[src/rtl/id_pkg.sv]
// Shared definitions for the decode stage of the 8-bit, 16-bit-instruction pipeline.
// Contents: opcode encodings, instruction field bit positions, the NOP encoding and
// small decode helpers used by id_stage.
package id_pkg;

    localparam logic [3:0] OP_NOP  = 4'd0;
    localparam logic [3:0] OP_ADD  = 4'd1;
    localparam logic [3:0] OP_SUB  = 4'd2;
    localparam logic [3:0] OP_AND  = 4'd3;
    localparam logic [3:0] OP_OR   = 4'd4;
    localparam logic [3:0] OP_XOR  = 4'd5;
    localparam logic [3:0] OP_SL   = 4'd6;
    localparam logic [3:0] OP_SR   = 4'd7;
    localparam logic [3:0] OP_ADDI = 4'd9;
    localparam logic [3:0] OP_LD   = 4'd10;
    localparam logic [3:0] OP_ST   = 4'd11;
    localparam logic [3:0] OP_BR   = 4'd12;

    // Instruction layout: [15:12] op, [11:9] rd, [8:6] rs, [5:3] rt, [5:0] imm6.
    localparam int unsigned OP_HI  = 15;
    localparam int unsigned OP_LO  = 12;
    localparam int unsigned RD_HI  = 11;
    localparam int unsigned RD_LO  = 9;
    localparam int unsigned RS_HI  = 8;
    localparam int unsigned RS_LO  = 6;
    localparam int unsigned RT_HI  = 5;
    localparam int unsigned RT_LO  = 3;
    localparam int unsigned IMM_HI = 5;
    localparam int unsigned IMM_LO = 0;

    localparam logic [15:0] NOP_INSTR = 16'b0;

    // Map unassigned opcodes onto NOP so downstream logic only ever sees legal ops.
    function automatic logic [3:0] legal_op(input logic [3:0] op);
        logic [3:0] res;
        case (op)
            OP_ADD, OP_SUB, OP_AND, OP_OR, OP_XOR, OP_SL, OP_SR,
            OP_ADDI, OP_LD, OP_ST, OP_BR: res = op;
            default:                      res = OP_NOP;
        endcase
        return res;
    endfunction

    // Register-register ALU ops read rt as a second source.
    function automatic logic is_rr_op(input logic [3:0] op);
        return (op >= OP_ADD) && (op <= OP_SR);
    endfunction

endpackage

[src/rtl/reg_file.sv]
// 8-entry register file for the decode stage.
// Ports: clk/rst (async active-high reset clears R1-R7), three combinational read ports
// (ra*_i -> rd*_o), one write port (we_i, wa_i, wd_i) committed at posedge.
// R0 always reads 0 and ignores writes. A read of the address being written this cycle
// returns the write data (write-through bypass).
module reg_file #(
    parameter int unsigned DATA_W = 8
) (
    input  logic              clk,
    input  logic              rst,
    input  logic [2:0]        ra1_i,
    input  logic [2:0]        ra2_i,
    input  logic [2:0]        ra3_i,
    output logic [DATA_W-1:0] rd1_o,
    output logic [DATA_W-1:0] rd2_o,
    output logic [DATA_W-1:0] rd3_o,
    input  logic              we_i,
    input  logic [2:0]        wa_i,
    input  logic [DATA_W-1:0] wd_i
);

    logic [DATA_W-1:0] regs_q [8];
    logic [DATA_W-1:0] regs_d [8];

    function automatic logic [DATA_W-1:0] read_port(input logic [2:0] addr);
        logic [DATA_W-1:0] res;
        if (addr == 3'd0) begin
            res = '0;
        end else if (we_i && (wa_i == addr)) begin
            res = wd_i;
        end else begin
            res = regs_q[addr];
        end
        return res;
    endfunction

    always_comb begin
        regs_d = regs_q;
        if (we_i && (wa_i != 3'd0)) begin
            regs_d[wa_i] = wd_i;
        end
        regs_d[0] = '0;
    end

    always_ff @(posedge clk or posedge rst) begin
        if (rst) begin
            for (int i = 0; i < 8; i++) begin
                regs_q[i] <= '0;
            end
        end else begin
            regs_q <= regs_d;
        end
    end

    always_comb begin
        rd1_o = read_port(ra1_i);
        rd2_o = read_port(ra2_i);
        rd3_o = read_port(ra3_i);
    end

endmodule

[src/rtl/id_stage.sv]
// Decode stage: IF/ID register, register file, hazard detection, branch resolution in ID,
// and the ID/EX register.
// Ports: pc/instr from fetch; stall, branch_taken, branch_offset_imm back to fetch
// (combinational); ex_*/mem_* hazard info from later stages; wb_* write-back port;
// id_ex_* registered decode results for EX.
module id_stage
    import id_pkg::*;
#(
    parameter int unsigned DATA_W = 8,
    parameter int unsigned PC_W   = 8
) (
    input  logic              clk,
    input  logic              rst,
    input  logic [PC_W-1:0]   pc,
    input  logic [15:0]       instr,
    output logic              stall,
    output logic              branch_taken,
    output logic [5:0]        branch_offset_imm,
    input  logic [2:0]        ex_dest,
    input  logic              ex_reg_write,
    input  logic              ex_mem_read,
    input  logic [2:0]        mem_dest,
    input  logic              mem_reg_write,
    input  logic              wb_en,
    input  logic [2:0]        wb_addr,
    input  logic [DATA_W-1:0] wb_data,
    output logic [3:0]        id_ex_op,
    output logic [2:0]        id_ex_rd,
    output logic [2:0]        id_ex_rs,
    output logic [2:0]        id_ex_rt,
    output logic [DATA_W-1:0] id_ex_val1,
    output logic [DATA_W-1:0] id_ex_val2,
    output logic [DATA_W-1:0] id_ex_st_val,
    output logic [DATA_W-1:0] id_ex_imm,
    output logic              id_ex_reg_write,
    output logic              id_ex_mem_read,
    output logic              id_ex_mem_write,
    output logic [PC_W-1:0]   id_ex_pc
);

    typedef struct packed {
        logic [3:0]        op;
        logic [2:0]        rd;
        logic [2:0]        rs;
        logic [2:0]        rt;
        logic [DATA_W-1:0] val1;
        logic [DATA_W-1:0] val2;
        logic [DATA_W-1:0] st_val;
        logic [DATA_W-1:0] imm;
        logic              reg_write;
        logic              mem_read;
        logic              mem_write;
        logic [PC_W-1:0]   pc;
    } id_ex_t;

    logic [PC_W-1:0] ifid_pc_q, ifid_pc_d;
    logic [15:0]     ifid_instr_q, ifid_instr_d;
    id_ex_t          idex_q, idex_d, dec;

    logic [3:0]        op;
    logic [2:0]        rd, rs, rt;
    logic [5:0]        imm6;
    logic [DATA_W-1:0] rs_val, rt_val, st_val;
    logic              is_rr, is_st, is_ld, is_br;
    logic              load_use, br_hazard;

    assign op   = legal_op(ifid_instr_q[OP_HI:OP_LO]);
    assign rd   = ifid_instr_q[RD_HI:RD_LO];
    assign rs   = ifid_instr_q[RS_HI:RS_LO];
    assign rt   = ifid_instr_q[RT_HI:RT_LO];
    assign imm6 = ifid_instr_q[IMM_HI:IMM_LO];

    assign is_rr = is_rr_op(op);
    assign is_st = (op == OP_ST);
    assign is_ld = (op == OP_LD);
    assign is_br = (op == OP_BR);

    // ST carries its store-data register in the rd field, hence the third read port.
    reg_file #(
        .DATA_W (DATA_W)
    ) u_reg_file (
        .clk   (clk),
        .rst   (rst),
        .ra1_i (rs),
        .ra2_i (rt),
        .ra3_i (rd),
        .rd1_o (rs_val),
        .rd2_o (rt_val),
        .rd3_o (st_val),
        .we_i  (wb_en),
        .wa_i  (wb_addr),
        .wd_i  (wb_data)
    );

    // A load in EX cannot forward in time; hold ID if any real source matches its dest.
    always_comb begin
        load_use = 1'b0;
        if (ex_mem_read && (ex_dest != 3'd0) && (op != OP_NOP)) begin
            load_use = (ex_dest == rs) || (is_rr && (ex_dest == rt)) ||
                       (is_st && (ex_dest == rd));
        end
    end

    // Branches compare in ID, so any pending producer of rs in EX or MEM must drain first.
    assign br_hazard = is_br && (rs != 3'd0) &&
                       ((ex_reg_write && (ex_dest == rs)) || (mem_reg_write && (mem_dest == rs)));

    assign stall             = load_use || br_hazard;
    assign branch_taken      = is_br && (rs_val == '0) && !stall;
    assign branch_offset_imm = is_br ? imm6 : 6'd0;

    always_comb begin
        dec           = '0;
        dec.op        = op;
        dec.rd        = rd;
        dec.rs        = rs;
        dec.rt        = rt;
        dec.val1      = rs_val;
        dec.val2      = rt_val;
        dec.st_val    = st_val;
        dec.imm       = {{(DATA_W - 6){imm6[5]}}, imm6};
        dec.reg_write = (is_rr || (op == OP_ADDI) || is_ld) && (rd != 3'd0);
        dec.mem_read  = is_ld;
        dec.mem_write = is_st;
        dec.pc        = ifid_pc_q;
    end

    always_comb begin
        ifid_pc_d    = pc;
        ifid_instr_d = instr;
        idex_d       = dec;
        if (stall) begin
            ifid_pc_d    = ifid_pc_q;
            ifid_instr_d = ifid_instr_q;
            idex_d       = '0;
        end else if (branch_taken) begin
            // Squash the wrong-path fetch; the BR itself moves on with no side effects.
            ifid_pc_d        = ifid_pc_q;
            ifid_instr_d     = NOP_INSTR;
            idex_d.reg_write = 1'b0;
            idex_d.mem_read  = 1'b0;
            idex_d.mem_write = 1'b0;
        end
    end

    always_ff @(posedge clk or posedge rst) begin
        if (rst) begin
            ifid_pc_q    <= '0;
            ifid_instr_q <= NOP_INSTR;
            idex_q       <= '0;
        end else begin
            ifid_pc_q    <= ifid_pc_d;
            ifid_instr_q <= ifid_instr_d;
            idex_q       <= idex_d;
        end
    end

    assign id_ex_op        = idex_q.op;
    assign id_ex_rd        = idex_q.rd;
    assign id_ex_rs        = idex_q.rs;
    assign id_ex_rt        = idex_q.rt;
    assign id_ex_val1      = idex_q.val1;
    assign id_ex_val2      = idex_q.val2;
    assign id_ex_st_val    = idex_q.st_val;
    assign id_ex_imm       = idex_q.imm;
    assign id_ex_reg_write = idex_q.reg_write;
    assign id_ex_mem_read  = idex_q.mem_read;
    assign id_ex_mem_write = idex_q.mem_write;
    assign id_ex_pc        = idex_q.pc;

endmodule

[config.mk]
export PLATFORM = sky130hd
export DESIGN_NAME = id_stage
export DESIGN_NICKNAME = d
export VERILOG_FILES = /design/src/rtl/id_pkg.sv /design/src/rtl/reg_file.sv /design/src/rtl/id_stage.sv
export SDC_FILE = /design/constraint.sdc
export NUM_CORES = 1
export LEC_CHECK = 0
export ABC_AREA = 0
export ABC_CLOCK_PERIOD_IN_PS = 3100
export BUFFER_PORTS_ARGS = -buffer_cell sky130_fd_sc_hd__buf_2
export CAP_MARGIN = 15
export CORE_AREA = 2 2 118 120
export DETAILED_ROUTE_END_ITERATION = 12
export DIE_AREA = 0 0 120 122
export PLACE_DENSITY = 0.7
export REMOVE_ABC_BUFFERS = 1
export SYNTH_ARGS = -nofsm -noshare
export SYNTH_HDL_FRONTEND = slang
export SYNTH_HIERARCHICAL = 1
export SYNTH_SLANG_ARGS = --single-unit
export TNS_END_PERCENT = 50
[constraint.sdc]
create_clock -name clk -period 3.1 [get_ports clk]
set_input_delay 0.62 -clock clk [delete_from_list [all_inputs] [get_ports clk]]
set_output_delay 0.62 -clock clk [all_outputs]
set_load 0.1 [all_outputs]
==> qor_table.md, run 1 <==
| Quantity | Reported |
|:---|:---|
| Highest net fanout along the worst path | 6 |
| Sum of overflow across all layers after global routing | 0 |
| Violations in the final reports | setup timing |
| Max-slew violation count | 0 |
| Floorplan die area | 14600 µm² |
| Clock insertion delay at the later pin of the skew report | 430 ps |
| Worst hold slack across all endpoints | 139 ps |
| Proportion of layout cells with a drive suffix above 1 | 0.458 |
| Max-capacitance violation count | 0 |
| Detailed-route vias per instance | 5.98 |
| Post-route standard cell area excluding fillers | 8750 µm² |
| Cell type contributing the most total cell area after synthesis | sky130_fd_sc_hd__dfrtp_1 |
| Crit-path slowest cell | sky130_fd_sc_hd__dfrtp_2 |
| H-Tree Depth | 4 |
| Crit-path max cell delay | 480 ps |
| Leakage power figure | 4.12 nW |
| Count of buffers inserted at the top-level ports | 110 |
| Routed WL per cell | 21.4 µm |
| Number of setup violations in the final report | 1 |
| Classification of the worst setup path | flip-flop to output pin |
| ANT nets after route | 0 |
| Critical path startpoint category | flip-flop |
| Placed Area | 7880 µm² |
| Starting density of the core | 0.515 |
| DR iter-0 viols | 538 |
| Core area | 13500 µm² |
| Die span in y | 122 µm |
| Routability-driven placement congestion ratio | 0.947 |
| Number of synthesized flops with an enable pin | 0 |
| Type of the tightest min-delay check | primary input to asynchronous set/reset pin |
| Sequential share of the synthesized area | 0.471 |
| Share of flip-flops with an asynchronous set or reset | 1.00 |
| Overall fraction of global-route tracks in use | 0.275 |
| TritonCTS buffer count | 17 |
| Top cells by count, synth | 131 x sky130_fd_sc_hd__dfrtp_1, 79 x sky130_fd_sc_hd__mux2_2, 40 x sky130_fd_sc_hd__and2_1 |
| Overall via count from detail_route | 5456 |
| Maximum number of pins on one net before global-route repair | 31 |
| Share of the clock period used by the worst path | 1.12 |
| Gate count of the mapped netlist | 577 |
| Number of remaining DRC errors | 0 |
| Length in cells of the worst reg-to-reg path | 11 |
| Cell area power density | 844 nW/µm² |
| Normalized max-slew margin | 0.419 |
| TritonCTS clock tree | built |
| Number of nets in the layout | 766 |
| Number of global-route vias before repair | 5526 |
| Kind of end point of the critical path | output pin |
| Clock period minus worst slack | 3460 ps |
| Register clock-pin slew on the reported worst setup and hold paths | 60 ps |
| Hold-fix buffer count after cts | 0 |
| Chip width | 120 µm |
| Number of buffers on the longest clock path | 2 |
| Fraction of synthesized cell area taken by the top area cell type | 0.471 |
| Post-layout utilization of the core | 0.648 |
| Worst Skew | 11.1 ps |
| Drt total wl | 19500 µm |
| Post-synthesis area per instance | 12.1 µm² |
| RSZ-0062 raised after global routing | yes |
| Antenna violations before repair | 0 |
| Estimated wirelength of the detail-placed design | 12900 µm |
| Data required, critical path | 2480 ps |
| Cells taking the most area after synthesis | sky130_fd_sc_hd__dfrtp_1 47%, sky130_fd_sc_hd__mux2_2 13%, sky130_fd_sc_hd__mux4_2 6.1% |
| Commonest register cell after synthesis | sky130_fd_sc_hd__dfrtp_1 |
| I/O pins | 111 |
| Root buffer selected by CTS | sky130_fd_sc_hd__clkbuf_16 |
| Transition time of the tightest slew-check pin | 868 ps |
| Worst EP arrival | 2840 ps |
| Final-report hold violation count | 0 |
| Run status | complete, but fails checks |
| Floorplan row count | 43 |
| First-pass iteration count of the detailed router | 5 |
| Clock net sink count | 131 |
| Total standard cell area after synthesis | 6960 µm² |
| Top-count cell post-synth | sky130_fd_sc_hd__dfrtp_1 |
| Number of warnings reported in the yosys synthesis log | 6 |
| Peak Freq | 0.289 GHz |
| Maximum vdd ir drop | 0.515 mV |
| Crit path setup slack, layout | -362 ps |
| Count of distinct cell types in the synthesized netlist | 48 |
| Synth-to-layout area growth | 25.7% |
| First-pass GRT wire length | 30200 µm |
| Register bit total from synthesis | 131 |
| Worst-path cell chain | buf_6 > or3_4 > a2111oi_4 > buf_4 > a22o_1 > nor4_4 > and3_4 > and2_4 > buf_12 |
[worst max-delay path, delay by kind of cell (launching register included)]
kind	cells	cell delay (ps)
AOI/OAI and AO/OA	2	590
DFF	1	480
buffers and inverters	3	530
and+or+nand+nor	4	800
[registers in the layout, summed over array words and instances, names as in the netlist, 3 cells and up]
register	count
id_ex_st_val	8
id_ex_imm	6
id_ex_pc	8
id_ex_op	4
id_ex_val1	8
id_ex_rd	3
ifid_instr_q	16
u_reg_file/regs_q	56
id_ex_rs	3
ifid_pc_q	8
id_ex_val2	8
[stage by stage]
stage,setup TNS [ps],worst slack [ps],instances,power (W)
6_report,-362,-362,913,0.00739
5_1_grt,-673,-430,912,0.00767
4_1_cts,-342,-342,901,0.00727
3_5_place_dp,-1520,-236,865,0.00529
3_3_place_gp,-857,-192,865,0.00525
2_1_floorplan,-7900,-877,532,0.00459
[final cells by class]
type                       count  area (µm²)
clock buffer                  18         439
antenna                        1        2.50
clock inverter                14         129
fill                        1019        4760
inverter                      19        72.6
sequential                   131        3280
multi-input combinational    382        3510
timing repair buffer         168        1080
tap                          180         225
[where the power goes]
group,switching [W],internal [W]
Clock,0.000802,0.00113
Sequential,0.000264,0.00207
Combinational,0.00214,0.000975
[path summary, 6_finish.rpt]
| path | slack [ps] | endpoint | start |
|---|---|---|---|
| max | -360 | branch_taken | ifid_instr_q[6] |
| min | 140 | u_reg_file/regs_q[16] | rst |
| max reg2reg | 30 | ifid_pc_q[2] | ifid_instr_q[6] |
| min reg2reg | 470 | id_ex_pc[7] | ifid_pc_q[7] |
| max in group asynchronous | 2190 | id_ex_val2[2] | rst |
| min in group clk | 410 | ifid_pc_q[6] | pc[6] |
[per-layer routing]
metal | global-route usage | up-vias | wire, µm
li1 | - | 2382 | -
met1 | 0.357 | 2716 | 8210
met2 | 0.437 | 304 | 9210
met3 | 0.0684 | 54 | 1450
met4 | 0.130 | 0 | 660
met5 | 0 | - | 0
[cells in the final DEF, fill, tap and decap left out, types with 6 or more instances in the layout]
cell / netlist / routed
sky130_fd_sc_hd__mux2_2: 79 / 79
sky130_fd_sc_hd__nand2_1: 37 / 36
sky130_fd_sc_hd__and2_1: 40 / 39
sky130_fd_sc_hd__inv_1: 17 / 15
sky130_fd_sc_hd__xnor2_1: 9 / 9
sky130_fd_sc_hd__mux2_1: 8 / 8
sky130_fd_sc_hd__o21ai_0: 25 / 20
sky130_fd_sc_hd__buf_12: 0 / 6
sky130_fd_sc_hd__dfrtp_1: 131 / 130
sky130_fd_sc_hd__mux4_2: 19 / 19
sky130_fd_sc_hd__a22o_4: 0 / 7
sky130_fd_sc_hd__a221o_1: 6 / 6
sky130_fd_sc_hd__buf_2: 10 / 108
sky130_fd_sc_hd__and3_1: 7 / 6
sky130_fd_sc_hd__a21oi_1: 12 / 11
sky130_fd_sc_hd__clkbuf_16: 0 / 17
sky130_fd_sc_hd__a22o_1: 16 / 9
sky130_fd_sc_hd__mux2i_1: 27 / 27
sky130_fd_sc_hd__xor2_1: 12 / 11
sky130_fd_sc_hd__nor2_1: 18 / 17
sky130_fd_sc_hd__buf_4: 13 / 49
sky130_fd_sc_hd__a22oi_1: 14 / 13
[cells by family after synthesis]
logic type                synth area share
DFF                                  0.471
AOI/OAI and AO/OA                   0.0992
xor gates and xnor gates            0.0264
muxes                                0.241
and+or+nand+nor                      0.116
buffers and inverters               0.0466
[what timing repair did]
| item | CTS | global route |
|---|---|---|
| pin swaps | 4 | 13 |
| endpoints found under the setup margin | 9 | 9 |
| resized for setup | 11 | 25 |
| buffers inserted | 4 | 16 |
Note: power is estimated with default switching activity, not from simulation.
==> run 2, diff against run 1 <==
--- a/config.mk
+++ b/config.mk
@@ -6,13 +6,13 @@
 export NUM_CORES = 1
 export LEC_CHECK = 0
 export ABC_AREA = 0
-export ABC_CLOCK_PERIOD_IN_PS = 3100
+export ABC_CLOCK_PERIOD_IN_PS = 3850
 export BUFFER_PORTS_ARGS = -buffer_cell sky130_fd_sc_hd__buf_2
 export CAP_MARGIN = 15
-export CORE_AREA = 2 2 118 120
+export CORE_AREA = 2 2 114 116
 export DETAILED_ROUTE_END_ITERATION = 12
-export DIE_AREA = 0 0 120 122
-export PLACE_DENSITY = 0.7
+export DIE_AREA = 0 0 116 118
+export PLACE_DENSITY = 0.75
 export REMOVE_ABC_BUFFERS = 1
 export SYNTH_ARGS = -nofsm -noshare
 export SYNTH_HDL_FRONTEND = slang
==> constraint.sdc (replaced) <==
create_clock -name clk -period 3.85 [get_ports clk]
set_input_delay 0.77 -clock clk [delete_from_list [all_inputs] [get_ports clk]]
set_output_delay 0.77 -clock clk [all_outputs]
set_load 0.1 [all_outputs]
==> qor_table.md, run 2 (synthesis gave the netlist of run 1 again) <==
| Quantity | Reported |
|:---|:---|
| Root buffer selected by CTS | sky130_fd_sc_hd__clkbuf_16 |
| # fillers | 931 |
| Share of the clock period used by the worst path | 0.978 |
| Number of buffers on the longest clock path | 2 |
| TritonCTS buffer count | 17 |
| Max-slew violation count | 0 |
| Post-placement setup slack | 133 ps |
| Placed Area | 7690 µm² |
| Clock period minus worst slack | 3770 ps |
| Pint | 0.00339 W |
| Number of setup violations in the final report | 0 |
| Classification of the worst setup path | flip-flop to output pin |
| Starting density of the core | 0.561 |
| Normalized max-slew margin | 0.162 |
| Reg2Reg Capture Point | ifid_pc_q[3] |
| Relative contribution of sequential cells to total power | 0.321 |
| First-pass GRT wire length | 29400 µm |
| Overall fraction of global-route tracks in use | 0.281 |
| Crit Reg-Reg Startpoint | ifid_instr_q[6] |
| Worst EP arrival | 3000 ps |
| Leakage power figure | 3.91 nW |
| Register with the most flip-flops | u_reg_file/regs_q |
| Critical path startpoint category | flip-flop |
| Drt total wl | 18700 µm |
| Type of the tightest min-delay check | primary input to asynchronous set/reset pin |
| Worst Skew | 8.32 ps |
| Length in cells of the worst reg-to-reg path | 9 |
| Switching part of the total power | 0.424 |
| RSZ-0062 raised after global routing | no |
| Register clock-pin slew on the reported worst setup and hold paths | 60 ps |
| Run status | finished, final reports clean |
| Clock net sink count | 131 |
| Highest net fanout along the worst path | 13 |
| Post-route standard cell area excluding fillers | 8360 µm² |
| Kind of end point of the critical path | output pin |
| Commonest non-fill, non-tap cells in the layout | 128 x sky130_fd_sc_hd__dfrtp_1, 108 x sky130_fd_sc_hd__buf_2, 79 x sky130_fd_sc_hd__mux2_2 |
| First-pass iteration count of the detailed router | 5 |
| Floorplan die area | 13700 µm² |
| H-Tree Depth | 4 |
| ANT nets after route | 0 |
| Antenna violations before repair | 1 |
| Number of global-route vias before repair | 5533 |
| Maximum vdd ir drop | 0.495 mV |
| Cell area power density | 705 nW/µm² |
| DR iter-0 viols | 531 |
| Die span in y | 118 µm |
| Detailed-route vias per instance | 6.12 |
| I/O pins | 111 |
| Overall via count from detail_route | 5329 |
| Number of remaining DRC errors | 0 |
| Reg2reg setup slack | 670 ps |
| Combinational power share | 0.398 |
| Core area | 12400 µm² |
| Flip-flop count of the largest register, all copies and words added | 56 |
| Proportion of power drawn by the clock network | 0.281 |
| Crit path setup slack, layout | 83.7 ps |
| Clock insertion delay at the later pin of the skew report | 420 ps |
| Sum of overflow across all layers after global routing | 0 |
| Estimated wirelength of the detail-placed design | 12300 µm |
| Worst hold slack across all endpoints | 436 ps |
| Power consumption | 0.00589 W |
| Proportion of layout cells with a drive suffix above 1 | 0.414 |
| Max-capacitance violation count | 0 |
| Synth-to-layout area growth | 20.1% |
| Worst setup path startpoint | ifid_instr_q[6] |
| Peak Freq | 0.266 GHz |
| Maximum number of pins on one net before global-route repair | 46 |
| Most common cell after layout, fill and taps aside | sky130_fd_sc_hd__dfrtp_1 |
| Count of buffers inserted at the top-level ports | 110 |
| TritonCTS clock tree | built |
| Data required, critical path | 3080 ps |
| Routed WL per cell | 21.4 µm |
| Transition time of the tightest slew-check pin | 1250 ps |
| Chip width | 116 µm |
| Routability-driven placement congestion ratio | 0.892 |
| Number of nets in the layout | 733 |
| Floorplan row count | 41 |
| Top Registers | u_reg_file/regs_q (56), ifid_instr_q (16) |
| Reported net switching power | 0.00250 W |
| Final-report hold violation count | 0 |
-- run 2: changes by cell type in the layout (fill, tap and decap cells not counted), sizes merged --
cell | before | now
buf | 168 | 135
inv | 22 | 20
clkinvlp | 3 | 2
clkbuf | 18 | 19
bufinv | 1 | 3
clkinv | 7 | 6
-- run 2: what timing repair did --
| action | 4_1_cts | 5_1_grt |
|---|---|---|
| pin swaps | 1 | 1 |
| endpoints found under the setup margin | 1 | 1 |
| gates resized for setup | 3 | 7 |
| hold buffers | 0 | 0 |
| buffers inserted | 0 | 3 |
-- run 2: area by class of cell --
class,instances,area [µm²],area share
sequential,131,3280,0.393
timing repair buffer,135,781,0.0934
tap,172,215,0.0257
multi-input combinational,382,3400,0.406
inverter,19,72.6,0.00868
clock buffer,19,453,0.0542
antenna,1,2.50,0.000299
clock inverter,12,155,0.0186
-- run 2: power by group through the flow --
stage / combinational [W] / sequential [W] / clock [W]
after floorplan: 0.000772 / 0.00292 / 0
after global placement: 0.00227 / 0.00189 / 0
after detailed placement: 0.00230 / 0.00190 / 0
after CTS: 0.00231 / 0.00188 / 0.00167
after global routing: 0.00245 / 0.00192 / 0.00173
final: 0.00235 / 0.00189 / 0.00165
-- run 2: worst max-delay path by stage --
stage | slack [ps] | to | depth (start not counted)
detailed placement | 130 | branch_taken | 9
global route | 10 | branch_taken | 9
global placement | 170 | branch_taken | 9
floorplan | -280 | branch_taken | 5
CTS | 20 | branch_taken | 8
finish | 80 | branch_taken | 9
-- run 2: critical path: stages, from the launching register on --
cell	delay, ps
sky130_fd_sc_hd__dfrtp_4	580
sky130_fd_sc_hd__buf_4	190
sky130_fd_sc_hd__or3_4	380
sky130_fd_sc_hd__a2111oi_4	340
sky130_fd_sc_hd__buf_4	220
sky130_fd_sc_hd__a22o_1	220
sky130_fd_sc_hd__nor4_2	70
sky130_fd_sc_hd__and3_2	240
sky130_fd_sc_hd__and2_1	170
sky130_fd_sc_hd__buf_12	170
-- run 2: layer usage --
layer  up-vias  GRT usage  part of all wire
met2       336      0.443              0.46
met4         0      0.155             0.046
met1      2611      0.350              0.40
li1       2306          -                 -
met3        76     0.0721             0.091
met5         -          0                 0
-- run 2: through the flow --
stage / utilization / setup TNS, ps / cells
after floorplan: - / -326 / 532
after global placement: 0.619 / 0 / 836
after detailed placement: 0.619 / 0 / 836
after CTS: 0.669 / 0 / 867
after global routing: 0.673 / 0 / 870
final: 0.673 / 0 / 871
==> run 3, diff against run 2 <==
--- a/config.mk
+++ b/config.mk
@@ -12,6 +12,7 @@
 export CORE_AREA = 2 2 114 116
 export DETAILED_ROUTE_END_ITERATION = 12
 export DIE_AREA = 0 0 116 118
+export MAX_ROUTING_LAYER = met4
 export PLACE_DENSITY = 0.75
 export REMOVE_ABC_BUFFERS = 1
 export SYNTH_ARGS = -nofsm -noshare
==> qor_table.md, run 3 (synthesis gave the netlist of run 1 again) <==
| Quantity | Reported |
|:---|:---|
| Clock net sink count | 131 |
| Estimated wirelength of the detail-placed design | 12300 µm |
| Most Crowded Layer GR | met2 |
| Classification of the worst setup path | flip-flop to output pin |
| Register with the most flip-flops | u_reg_file/regs_q |
| # fillers | 932 |
| Worst Skew | 9.15 ps |
| Run status | finished, final reports clean |
| DR iter-0 viols | 572 |
| Peak Freq | 0.265 GHz |
| Floorplan row count | 41 |
| Met3 Resource Use GR | 0.0695 |
| Max-capacitance violation count | 0 |
| Clock insertion delay at the later pin of the skew report | 420 ps |
| Maximum number of pins on one net before global-route repair | 46 |
| TritonCTS buffer count | 17 |
| First-pass iteration count of the detailed router | 6 |
| Crit-path slowest cell | sky130_fd_sc_hd__dfrtp_4 |
| Routability-driven placement congestion ratio | 0.907 |
| Chip width | 116 µm |
| Leakage power figure | 3.91 nW |
| Clock period minus worst slack | 3770 ps |
| Number of nets in the layout | 733 |
| Placed Area | 7690 µm² |
| Floorplan die area | 13700 µm² |
| Routed WL per cell | 21.5 µm |
| Transition time of the tightest slew-check pin | 1220 ps |
| Starting density of the core | 0.561 |
| Drt total wl | 18700 µm |
| Cell area power density | 705 nW/µm² |
| Overall fraction of global-route tracks in use | 0.289 |
| Most common cell after layout, fill and taps aside | sky130_fd_sc_hd__dfrtp_1 |
| Core area | 12400 µm² |
| Share of the clock period used by the worst path | 0.978 |
| Max-slew violation count | 0 |
| Number of remaining DRC errors | 0 |
| Detailed-route vias per instance | 6.12 |
| Flip-flop count of the largest register, all copies and words added | 56 |
| Worst-path cell chain | buf_4 > or3_4 > a2111oi_4 > buf_4 > a22o_1 > nor4_2 > and3_2 > and2_1 > buf_12 |
| Crit-path max cell delay | 580 ps |
| Number of buffers on the longest clock path | 2 |
| Commonest non-fill, non-tap cells in the layout | 128 x sky130_fd_sc_hd__dfrtp_1, 108 x sky130_fd_sc_hd__buf_2, 79 x sky130_fd_sc_hd__mux2_2 |
| Layout Cells excl Fill | 871 |
| Maximum vdd ir drop | 0.495 mV |
| Global routing met2 resource utilization | 0.446 |
| Count of buffers inserted at the top-level ports | 110 |
| First-pass GRT wire length | 29300 µm |
| Power consumption | 0.00590 W |
| Register clock-pin slew on the reported worst setup and hold paths | 60 ps |
| Highest net fanout along the worst path | 13 |
| ANT nets after route | 0 |
| Top cell family by delay on the critical path | simple AND/OR/NAND/NOR gates |
| Final-report hold violation count | 0 |
| Proportion of layout cells with a drive suffix above 1 | 0.414 |
| Type of the tightest min-delay check | primary input to asynchronous set/reset pin |
| Critical path startpoint category | flip-flop |
| Worst EP arrival | 3000 ps |
| Antenna violations before repair | 1 |
| Normalized max-slew margin | 0.184 |
| TritonCTS clock tree | built |
| Cell total after placement | 836 |
| Count of buffering cells on the critical path with inverters included | 3 |
| Die span in y | 118 µm |
| Synth-to-layout area growth | 20.1% |
| Data required, critical path | 3080 ps |
| Routing usage on met1 | 0.350 |
| Number of global-route vias before repair | 5528 |
| Number of setup violations in the final report | 0 |
| Root buffer selected by CTS | sky130_fd_sc_hd__clkbuf_16 |
| Post-route standard cell area excluding fillers | 8360 µm² |
| H-Tree Depth | 4 |
| Cell repeated most along the worst path | sky130_fd_sc_hd__buf_4 |
| Sum of overflow across all layers after global routing | 0 |
| TNS Setup | 0 ps |
| Top Registers | u_reg_file/regs_q (56), ifid_instr_q (16) |
| Overall via count from detail_route | 5333 |
| Kind of end point of the critical path | output pin |
| I/O pins | 111 |
[run 3: cell counts in the layout (fill, tap and decap cells not counted)]
Identical to the previous run, type by type.
[run 3: path summary, 6_finish.rpt]
kind,from,end,slack (ps),cells past startpoint
worst max-delay path,ifid_instr_q[6],branch_taken,80,9
worst min-delay path,rst,id_ex_val1[2],430,2
worst max register to register,ifid_instr_q[6],ifid_pc_q[3],670,9
worst min register to register,ifid_pc_q[1],id_ex_pc[1],470,1
max in group asynchronous,rst,u_reg_file/regs_q[4],2530,3
min in group clk,ifid_pc_q[1],id_ex_pc[1],470,1
[run 3: stage by stage]
step	setup slack [ps]	hold slack, ps	utilization
after global routing	-0.190	490	0.673
after floorplan	-277	446	-
final	83.4	435	0.673
after CTS	23.3	458	0.669
after global placement	166	452	0.619
after detailed placement	133	461	0.619
[run 3: repair_timing]
item,4_1_cts,5_1_grt
resized for setup,3,7
setup endpoints to repair,1,1
hold buffers,0,0
buffers inserted,0,3
gates cloned,0,0
pin swaps,1,1
[run 3: layer usage]
metal,wire [µm],share of wire
met2,8760,0.47
met5,0,0
met4,872,0.047
met3,1590,0.085
met1,7470,0.40
[run 3: final cells by class]
class                   instances  area (µm²)  area share
well taps                     172         215      0.0257
inverters                      19        72.6     0.00868
repair buffers                135         781      0.0934
flip-flops and latches        131        3280       0.393
clock buffers                  19         453      0.0542
multi-input cells             382        3400       0.406
clock inverters                12         155      0.0186
diodes                          1        2.50    0.000299
[run 3: worst register-to-register path, stage by stage, from the launching register on]
cell and delay, ps:
sky130_fd_sc_hd__dfrtp_4 580, sky130_fd_sc_hd__buf_4 190, sky130_fd_sc_hd__or3_4 380, sky130_fd_sc_hd__a2111oi_4 340
sky130_fd_sc_hd__buf_4 220, sky130_fd_sc_hd__a22o_1 220, sky130_fd_sc_hd__nor4_2 70, sky130_fd_sc_hd__and3_2 240
sky130_fd_sc_hd__a211oi_4 430, sky130_fd_sc_hd__mux2_1 390
[run 3: power by group]
group          internal, W  switching (W)
clock              0.00105       0.000606
combinational     0.000674        0.00167
sequential         0.00167       0.000226
